File: src/rtl/t_gray_pkg.sv
// Shared helpers for the async FIFO pointer logic.
// Gray/binary conversion is done at a fixed maximum width and cast at the use site.
package t_gray_pkg;

    localparam int MAXW = 32;

    function automatic int pw_of(input int aw);
        return aw + 1;
    endfunction

    function automatic int depth_of(input int aw);
        return 1 << aw;
    endfunction

    function automatic logic [MAXW-1:0] gray_of(input logic [MAXW-1:0] bin);
        return bin ^ (bin >> 1);
    endfunction

    function automatic logic [MAXW-1:0] bin_of(input logic [MAXW-1:0] gray);
        logic [MAXW-1:0] b;
        b[MAXW-1] = gray[MAXW-1];
        for (int i = MAXW - 2; i >= 0; i--) begin
            b[i] = b[i+1] ^ gray[i];
        end
        return b;
    endfunction

endpackage

File: src/rtl/t_gray_sync2.sv
// Two-flop synchronizer for a Gray-coded bus crossing into clk.
module t_gray_sync2
    import t_gray_pkg::*;
#(
    parameter int W = 4
) (
    input  logic         clk,
    input  logic         rst_n,
    input  logic [W-1:0] d_i,
    output logic [W-1:0] q_o
);

    logic [W-1:0] s1_q;
    logic [W-1:0] s2_q;

    always_ff @(posedge clk or negedge rst_n) begin
        if (!rst_n) begin
            s1_q <= '0;
            s2_q <= '0;
        end else begin
            s1_q <= d_i;
            s2_q <= s1_q;
        end
    end

    assign q_o = s2_q;

endmodule

File: src/rtl/t_gray_wptr.sv
// Write-side pointer controller of an async FIFO: binary/Gray write pointer,
// synchronized read pointer, and full / almost-full / level / overflow status.
module t_gray_wptr
    import t_gray_pkg::*;
#(
    parameter int AW    = 4,
    parameter int AFULL = 12
) (
    input  logic          clk,
    input  logic          rst_n,
    input  logic          inc,
    input  logic [AW:0]   rptr_gray_async,
    output logic          wen,
    output logic [AW-1:0] waddr,
    output logic [AW:0]   wptr_gray,
    output logic          full,
    output logic          afull,
    output logic [AW:0]   level,
    output logic          ovf
);

    localparam int PW = pw_of(AW);
    localparam logic [PW-1:0] AF = PW'(AFULL);

    logic [PW-1:0] wbin_q, wbin_d;
    logic [PW-1:0] wgray_q, wgray_d;
    logic [PW-1:0] rsync2;
    logic [PW-1:0] rbin;
    logic          ovf_q, ovf_d;

    t_gray_sync2 #(.W(PW)) u_rsync (
        .clk   (clk),
        .rst_n (rst_n),
        .d_i   (rptr_gray_async),
        .q_o   (rsync2)
    );

    assign rbin = PW'(bin_of(MAXW'(rsync2)));

    // Full when the write pointer is one lap ahead: top two Gray bits inverted.
    assign full  = (wgray_q == {~rsync2[AW:AW-1], rsync2[AW-2:0]});
    assign level = wbin_q - rbin;
    assign afull = (level >= AF);
    assign wen   = inc & ~full;
    assign waddr = wbin_q[AW-1:0];

    assign wptr_gray = wgray_q;
    assign ovf       = ovf_q;

    always_comb begin
        wbin_d = wbin_q;
        ovf_d  = ovf_q;
        if (inc) begin
            if (full) begin
                ovf_d = 1'b1;
            end else begin
                wbin_d = wbin_q + PW'(1);
            end
        end
        wgray_d = PW'(gray_of(MAXW'(wbin_d)));
    end

    always_ff @(posedge clk or negedge rst_n) begin
        if (!rst_n) begin
            wbin_q  <= '0;
            wgray_q <= '0;
            ovf_q   <= 1'b0;
        end else begin
            wbin_q  <= wbin_d;
            wgray_q <= wgray_d;
            ovf_q   <= ovf_d;
        end
    end

endmodule

File: config.mk
export PLATFORM = sky130hd
export DESIGN_NAME = t_gray_wptr
export DESIGN_NICKNAME = d
export VERILOG_FILES = /design/src/rtl/t_gray_pkg.sv /design/src/rtl/t_gray_sync2.sv /design/src/rtl/t_gray_wptr.sv
export SDC_FILE = /design/constraint.sdc
export NUM_CORES = 1
export LEC_CHECK = 0
export ABC_CLOCK_PERIOD_IN_PS = 6400
export CAP_MARGIN = 20
export CELL_PAD_IN_SITES_DETAIL_PLACEMENT = 0
export CELL_PAD_IN_SITES_GLOBAL_PLACEMENT = 1
export CORE_UTILIZATION = 39
export CTS_CLUSTER_DIAMETER = 60
export CTS_CLUSTER_SIZE = 14
export DETAILED_ROUTE_END_ITERATION = 10
export PLACE_DENSITY = 0.78
export SLEW_MARGIN = 10
export SYNTH_ARGS = -nofsm -noshare
export SYNTH_HDL_FRONTEND = slang
export SYNTH_SLANG_ARGS = --single-unit
File: constraint.sdc
create_clock -name clk -period 6.4 [get_ports clk]
set_input_delay 1.6 -clock clk [delete_from_list [all_inputs] [get_ports clk]]
set_output_delay 1.6 -clock clk [all_outputs]
set_load 0.01 [all_outputs]
# Word-level counts from Yosys, hierarchy flattened
# Index checks and enable logic that the tools add are counted.
word_totals:
  in_bits: 8
  regBits: 21
op_classes:
  mux: 2
  n_eq_ne: 1
  add_sub_neg: 2
  n_reduce_logical: 1
  bitwise_logic: 8
  magnitude_cmp: 1
ops:
  columns: ["op", "n"]
  rows:
  - ["$mux W5", 2]
  - ["$add A5 B1 Y5 const B", 1]
  - ["$eq A5 B5 Y1", 1]
  - ["$ge A5 B4 Y1 const B", 1]
  - ["$sub A5 B5 Y5", 1]
  - ["$xor A5 B4 Y5", 1]
  - ["$xor A1 B1 Y1", 4]
  - ["$not A2 Y2", 1]
  - ["$reduce_and A2 Y1", 1]
  - ["$and A1 B1 Y1", 1]
  - ["$not A1 Y1", 1]

# Longest topological paths before layout
# Gate-level depths: netlist of run 1.
logic_depth:
  word_depth: 6
  ltp_mapped: 11

# By module
# From an unflattened synthesis of run 1, not the netlist that was laid out.
unflattened:
  cells_unflattened: 84
  area_unflattened_um2: 998.5
modules_own_cells:
  columns: ["module", "cells_each", "area_per_inst_um2", "seq_area_each_um2", "instances"]
  rows:
  - ["t_gray_wptr", 74, 748.2, 250.2, 1]
  - ["t_gray_sync2", 10, 250.2, 250.2, 1]

# Worst setup path before layout of run 1
# Ideal clock, no wire load.
synth_path:
  path_type: "reg-to-output"
  from: "register u_rsync.s2_q[4] (netlist: u_rsync.q_o[4])"
  to: "output port afull"
  path_stages_with_launch: 12
  n_path_buf: 0
  path_slack_ns: 2.119
  t_arrival_ns: 2.681
  path_cell_list: "dfrtp_1 xnor2_1 xor2_1 xor2_1 xnor2_1 ha_1 inv_1 fa_1 a21o_1 a21oi_1 xor2_1 a21o_1"
synth_via:
  elab_chain_cells: 6
synth_lines:
  columns: ["item", "line", "source"]
  rows:
  - ["start, declared", "t_gray_sync2.sv:14", "logic [W-1:0] s2_q;"]
  - ["start signal, assigned", "t_gray_sync2.sv:22", "s2_q <= s1_q;"]
  - ["$xor A1 B1 Y1 (4 in a row)", "t_gray_pkg.sv:23", "b[i] = b[i+1] ^ gray[i];"]
  - ["$sub A5 B5 Y5 *", "t_gray_wptr.sv:42", "assign level = wbin_q - rbin;"]
  - ["named net level[4]", "t_gray_wptr.sv:18", "output logic [AW:0] level,"]
  - ["$ge A5 B4 Y1 *", "t_gray_wptr.sv:43", "assign afull = (level >= AF);"]
  - ["end, declared", "t_gray_wptr.sv:17", "output logic afull,"]
# The timed path passes the listed nets; every way through them passes the cells marked *.

# Worst setup path after layout of run 1
layout_path:
  from: "register u_rsync.s2_q[4] (netlist: u_rsync.q_o[4])"
  to: "output port afull"
layout_via:
  elab_chain_cells: 6
layout_lines:
  columns: ["item", "line"]
  rows:
  - ["$xor A1 B1 Y1 (4 in a row)", "t_gray_pkg.sv:23"]
  - ["$sub A5 B5 Y5 *", "t_gray_wptr.sv:42"]
  - ["$ge A5 B4 Y1 *", "t_gray_wptr.sv:43"]
# Every way passes the cells marked *; elsewhere a longest branch is shown, timed or not.

==> results of run 1 <==
==> through the flow <==
| stage | setup slack [ns] | hold WS [ns] | utilization |
|---|---|---|---|
| finish | 1.179 | 0.3634 | 0.5747 |
| global route | 0.8878 | 0.3697 | 0.5747 |
| CTS | 1.118 | 0.3682 | 0.5747 |
| detailed placement | 1.462 | 0.3413 | 0.5521 |
| global placement | 1.584 | 0.3327 | 0.5521 |
| floorplan | 2.119 | 0.3312 | - |
==> cell usage after synthesis, types with 2 or more instances <==
master / instances
a21oi_1: 4
a21o_1: 4
nand3_1: 2
ha_1: 5
nor2_1: 3
inv_1: 5
nand2_1: 5
xor2_1: 7
xnor2_1: 15
dfrtp_1: 20
==> layout make-up <==
| cell class | count | area, um^2 |
|---|---|---|
| clock buffer | 3 | 22.52 |
| clock inverter | 1 | 30.03 |
| fill | 205 | 985.9 |
| inverter | 6 | 25.02 |
| multi-input combinational | 57 | 469.2 |
| sequential | 20 | 500.5 |
| tap | 28 | 35.03 |
| timing repair buffer | 25 | 250.2 |
==> routing by layer <==
layer  track usage  vias to the layer above  share of wire
met5             0                        -              0
met4       0.06579                        0          0.012
met3       0.02609                        4          0.042
met2        0.2532                       22           0.48
met1        0.1818                      319           0.47
li1              -                      333              -
==> power by group through the flow <==
stage | Clock (mW) | Combinational, mW | Sequential, mW
6_report | 0.101 | 0.445 | 0.217
5_1_grt | 0.107 | 0.488 | 0.224
4_1_cts | 0.104 | 0.451 | 0.218
3_5_place_dp | 0 | 0.449 | 0.220
3_3_place_gp | 0 | 0.443 | 0.218
2_1_floorplan | 0 | 0.249 | 0.221
==> state kept, by name, summed over array words and instances (netlist names) <==
signal	count
wptr_gray	4
ovf	1
u_rsync.q_o	5
u_rsync.s1_q	5
wbin_q	5
==> worst max path at each step <==
stage	startpoint	endpoint	slack, ns
3_3_place_gp	u_rsync.q_o[4]	afull	1.58
6_report	u_rsync.q_o[4]	afull	1.18
5_1_grt	u_rsync.q_o[4]	afull	0.89
4_1_cts	u_rsync.q_o[4]	afull	1.12
2_1_floorplan	u_rsync.q_o[4]	afull	2.12
3_5_place_dp	u_rsync.q_o[4]	afull	1.46
==> cells by family (layout without fill, tap and decap cells) <==
family                   after synthesis  after routing  share of synthesized area
adder cells (fa/ha/maj)                6              6                    0.08271
buffers and inverters                  7             35                    0.02882
XOR/XNOR                              23             23                     0.2093
flip-flops                            20             20                     0.5013
AO/OA/AOI/OAI                         13             13                    0.09775
AND/OR/NAND/NOR                       14             14                    0.07019
multiplexers                           1              1                    0.01003
==> worst reg2reg max path, stage by stage (launching register included) <==
cell	delay, ns
dfrtp_1	0.57
ha_1	0.33
inv_1	0.10
a21oi_1	0.11
o21ai_0	0.09
o22ai_1	0.19
xnor2_1	0.14
==> flow_metrics.py, run 1 <==
metrics = {
    "status": {
        "outcome": "complete, no violations",
    },
    "clock_network": {
        "holdBufCountCts": 0,
        "insertion_delay_ns": 0.29,
        "cts_root_buf": "clkbuf_4",
        "cts_setup_buffers": 0,
        "cts_buffer_depth": 2,
        "cts-buffers-inserted": 3,
        "cts-htree-levels": 1,
        "clk_pin_slew_worst_paths_ns": 0.11,
        "cts_tree": "yes",
        "cts_sinks": 20,
        "post_cts_resized": 0,
    },
    "route": {
        "first_pass_iters": 4,
        "finalWirelength_um": 1762,
        "drtIter0Drc": 4,
        "drc": 0,
        "viasPerCell": 4.843,
        "dr_total_vias": 678,
        "wl_per_cell_um": 12.59,
        "detail-route-antenna-nets": 0,
    },
    "pwr": {
        "power.total_uw": 761.9,
        "p_leak_nw": 0.5777,
        "powerDensity_mw_per_mm2": 571.8,
        "pwr-share-seq": 0.285,
        "swShare": 0.3669,
        "power_switching_uw": 279.5,
        "max-vdd-ir-drop_mv": 0.3766,
        "p_comb_frac": 0.584,
        "p_int_uw": 482.4,
        "clock_power_share": 0.132,
    },
    "logic_synthesis": {
        "synthArstFlopShare": 1.000,
        "synthesis.nets": 98,
        "synth_cells": 84,
        "synth-edff-count": 0,
        "synth_warnings": 0,
        "synth_top_flop_cell": "dfrtp_1",
        "netlist.area_leader.share": 0.5013,
        "synth_area_leader_cell": "dfrtp_1",
        "ys_seq_elements": 20,
        "syn_area_um2": 998.5,
        "avgSynthCellArea_um2": 11.89,
        "synthTopCellsByArea": "dfrtp_1, xnor2_1, ha_1",
        "seq_area_frac_synth": 0.5013,
        "synth.distinct_cells": 24,
    },
    "floorplanning": {
        "start_util": 0.4307,
        "die_h_um": 52.60,
        "die-area_mm2": 0.002766,
        "die_w_um": 52.60,
        "ios": 26,
        "core_mm2": 0.002318,
        "fp-row-count": 17,
    },
    "setup_path": {
        "cp_max_fo": 3,
        "cp_top_family": "XOR/XNOR gates",
        "cp_num_cells": 12,
        "r2r_end": "wptr_gray[3]",
        "worst_ep_arrival_time_ns": 3.62,
        "worst_setup_path_end_kind": "output port",
        "crit_chain": "xnor2_1 -> xor2_1 -> xor2_1 -> xnor2_1 -> ha_1 -> inv_1 -> fa_1 -> a21o_1 -> a21oi_1 -> xor2_1 -> a21o_1 -> clkdlybuf4s50_1",
        "slowest_delay_ns": 0.52,
        "cp-start-kind": "register",
        "reg2reg_from": "wbin_q[1]",
        "worstRegToRegCells": 6,
        "crit_path_frequent_cell": "xor2_1",
        "path_buf_inv": 2,
        "crit_slowest_cell": "clkdlybuf4s50_1",
        "critical_path_required_ns": 4.80,
        "rrSetupSlack_ns": 4.81,
        "crit_type": "reg -> out",
    },
    "timing": {
        "setup_violations": 0,
        "max_freq_ghz": 0.1915,
        "hold_viol_final": 0,
        "rsz0062_at_grt": "no",
        "maxSlewViolCount": 0,
        "clock_skew_ns": 0.0005609,
        "relSlewSlack": 0.4387,
        "finalCriticalPeriod_ns": 5.221,
        "tightest_slew_ns": 0.8393,
        "setup_tns_ns": 0,
        "period_share": 0.8158,
    },
    "place": {
        "dpl.hpwl_um": 1417,
        "postPlaceCellArea_mm2": 0.001280,
        "place_congestion": 0.7781,
        "dpl.cell_count": 136,
        "port_buffers": 25,
    },
    "final_layout": {
        "mostFrequentLayoutCells": "clkdlybuf4s50_1, dfrtp_1, xnor2_1",
        "finalNonFillerCells": 140,
        "finalNetCount": 127,
        "drive_gt1_frac": 0.08929,
        "synthToLayoutAreaGrowth_pct": 33.46,
        "antenna_cells": 0,
        "layout_commonest_cell": "clkdlybuf4s50_1",
        "final_cell_area_mm2": 0.001333,
    },
    "grt": {
        "grt_pass1_vias": 673,
        "grt_pass1_wl_um": 2891,
        "grt.total_usage": 0.1486,
        "grt_overflow": 0,
        "grt_max_degree": 21,
        "antenna_found_initial": 0,
    },
    "worst_hold_path": {
        "hp-start": "u_rsync.s1_q[3]",
        "hold_end": "u_rsync.q_o[3]",
        "holdPathStages": 0,
        "hp-class": "reg -> reg",
    },
    "run": {
        "maxCapViolCount": 0,
    },
}
(Power assumes the default switching activity.)
==> run 2: changes to the inputs <==
ABC_CLOCK_PERIOD_IN_PS = 4800   (was 6400)
CORE_UTILIZATION = 33   (was 39)
PLACE_DENSITY = 0.7   (was 0.78)
clock period = 4.8 ns   (was 6.4 ns; I/O delays follow)
==> flow_metrics.py, run 2 (synthesized netlist as in run 1, its figures left out) <==
metrics = {
    "status": {
        "outcome": "finished, violations left",
        "violations": "DRC",
    },
    "final_layout": {
        "mostFrequentLayoutCells": "clkdlybuf4s50_1, dfrtp_1, xnor2_1",
        "synthToLayoutAreaGrowth_pct": 39.10,
        "layout_commonest_cell": "clkdlybuf4s50_1",
        "antenna_cells": 0,
        "fin_util": 0.4951,
        "finalNetCount": 131,
        "drive_gt1_frac": 0.1466,
    },
    "grt": {
        "grt.total_usage": 0.1178,
        "grt_pass1_vias": 670,
        "globalRouteMet1Util": 0.1479,
        "grt_overflow": 0,
        "grt_max_degree": 21,
        "antenna_found_initial": 0,
        "grt_util_met3": 0.02721,
        "busiest_layer": "met2",
        "grt_pass1_wl_um": 2884,
        "grt_use_met2": 0.1950,
    },
    "timing": {
        "tightest_slew_ns": 0.8690,
        "relSlewSlack": 0.4189,
        "hold_viol_final": 0,
        "period_share": 0.9548,
        "finalCriticalPeriod_ns": 4.583,
        "max_freq_ghz": 0.2182,
        "clock_skew_ns": 0.0002638,
        "setup_violations": 0,
        "maxSlewViolCount": 0,
    },
    "floorplanning": {
        "die_w_um": 57.01,
        "die-area_mm2": 0.003250,
        "core_mm2": 0.002805,
        "ios": 26,
        "start_util": 0.3559,
        "fp-row-count": 19,
        "die_h_um": 57.01,
    },
    "setup_path": {
        "cp-start-kind": "register",
        "cp_max_fo": 3,
        "crit_type": "reg -> out",
        "worst_ep_arrival_time_ns": 3.38,
        "critical_path_required_ns": 3.60,
        "worst_setup_path_end_kind": "output port",
        "reg2reg_from": "u_rsync.q_o[3]",
        "critPathLaunch": "u_rsync.q_o[3]",
    },
    "route": {
        "detail-route-antenna-nets": 0,
        "drc": 6,
        "first_pass_iters": 7,
        "dr_total_vias": 688,
        "wl_per_cell_um": 11.90,
        "drtIter0Drc": 9,
        "viasPerCell": 4.680,
        "finalWirelength_um": 1750,
    },
    "pwr": {
        "p_comb_frac": 0.586,
        "power_switching_uw": 376.4,
        "p_int_uw": 650.1,
        "powerDensity_mw_per_mm2": 739.1,
        "p_leak_nw": 0.6052,
        "max-vdd-ir-drop_mv": 0.2774,
        "pwr-share-seq": 0.282,
        "power.total_mw": 1.026,
        "swShare": 0.3667,
        "clock_power_share": 0.132,
    },
    "clock_network": {
        "insertion_delay_ns": 0.30,
        "cts_tree": "yes",
        "clk_pin_slew_worst_paths_ns": 0.11,
        "cts-buffers-inserted": 3,
        "cts_sinks": 20,
        "cts_root_buf": "clkbuf_4",
        "cts-htree-levels": 1,
        "cts_buffer_depth": 2,
    },
    "worst_hold_path": {
        "hp-class": "reg -> reg",
        "hp-start": "u_rsync.s1_q[2]",
    },
    "place": {
        "dpl.hpwl_um": 1375,
        "port_buffers": 25,
        "place_congestion": 0.7009,
    },
    "run": {
        "maxCapViolCount": 0,
    },
}
## run 2: timing repair
action / 4_1_cts / 5_1_grt
pin swaps: 0 / 3
resized for setup: 1 / 2
buffers inserted: 0 / 4
endpoints found under the setup margin: 1 / 2
hold buffers: 0 / 0
## run 2: layout make-up
class / count / area (um^2)
multi-input cells: 57 / 491.7
flip-flops and latches: 20 / 500.5
clock inverters: 1 / 30.03
inverters: 6 / 25.02
repair buffers: 29 / 280.3
fillers: 279 / 1416
well taps: 31 / 38.79
clock buffers: 3 / 22.52
## run 2: worst max-delay path, stage by stage (launching register included)
cell             delay (ns)
dfrtp_1                0.43
xnor2_2                0.24
xor2_2                 0.23
xor2_2                 0.23
xnor2_1                0.15
ha_1                   0.16
inv_1                  0.05
fa_1                   0.40
a21o_1                 0.19
a21oi_1                0.17
xor2_1                 0.20
a21o_1                 0.11
clkdlybuf4s50_1        0.52
## run 2: path summary, 6_finish.rpt
| path | to | slack, ns | cells past startpoint |
|---|---|---|---|
| worst max-delay path | afull | 0.22 | 12 |
| worst min-delay path | u_rsync.q_o[2] | 0.36 | 0 |
| worst max register to register | wptr_gray[1] | 3.20 | 7 |
| worst min register to register | u_rsync.q_o[2] | 0.36 | 0 |
| max in group asynchronous | wbin_q[3] | 2.89 | 1 |
| min in group asynchronous | u_rsync.s1_q[3] | 1.38 | 1 |
## run 2: per-stage QoR
| step | hold WS (ns) | setup WS, ns | instance area, um^2 | cells | TNS (ns) |
|---|---|---|---|---|---|
| after floorplan | 0.3312 | 0.9192 | 998.5 | 84 | 0 |
| after global placement | 0.3322 | 0.4323 | 1284 | 139 | 0 |
| after detailed placement | 0.3347 | 0.3466 | 1284 | 139 | 0 |
| after CTS | 0.3618 | 0.04038 | 1344 | 143 | 0 |
| after global routing | 0.3698 | -0.007943 | 1389 | 147 | -0.007943 |
| final | 0.3587 | 0.2168 | 1389 | 147 | 0 |
## run 2: per-layer routing
metal | vias up | wire, um
li1 | 339 | -
met1 | 326 | 827
met2 | 21 | 816
met3 | 2 | 89
met4 | 0 | 17
met5 | - | 0
## run 2: power by group through the flow
stage | Sequential (mW) | Clock [mW] | Combinational [mW]
finish | 0.289 | 0.135 | 0.602
global route | 0.299 | 0.147 | 0.654
CTS | 0.290 | 0.140 | 0.603
detailed placement | 0.294 | 0 | 0.598
global placement | 0.293 | 0 | 0.596
floorplan | 0.294 | 0 | 0.332
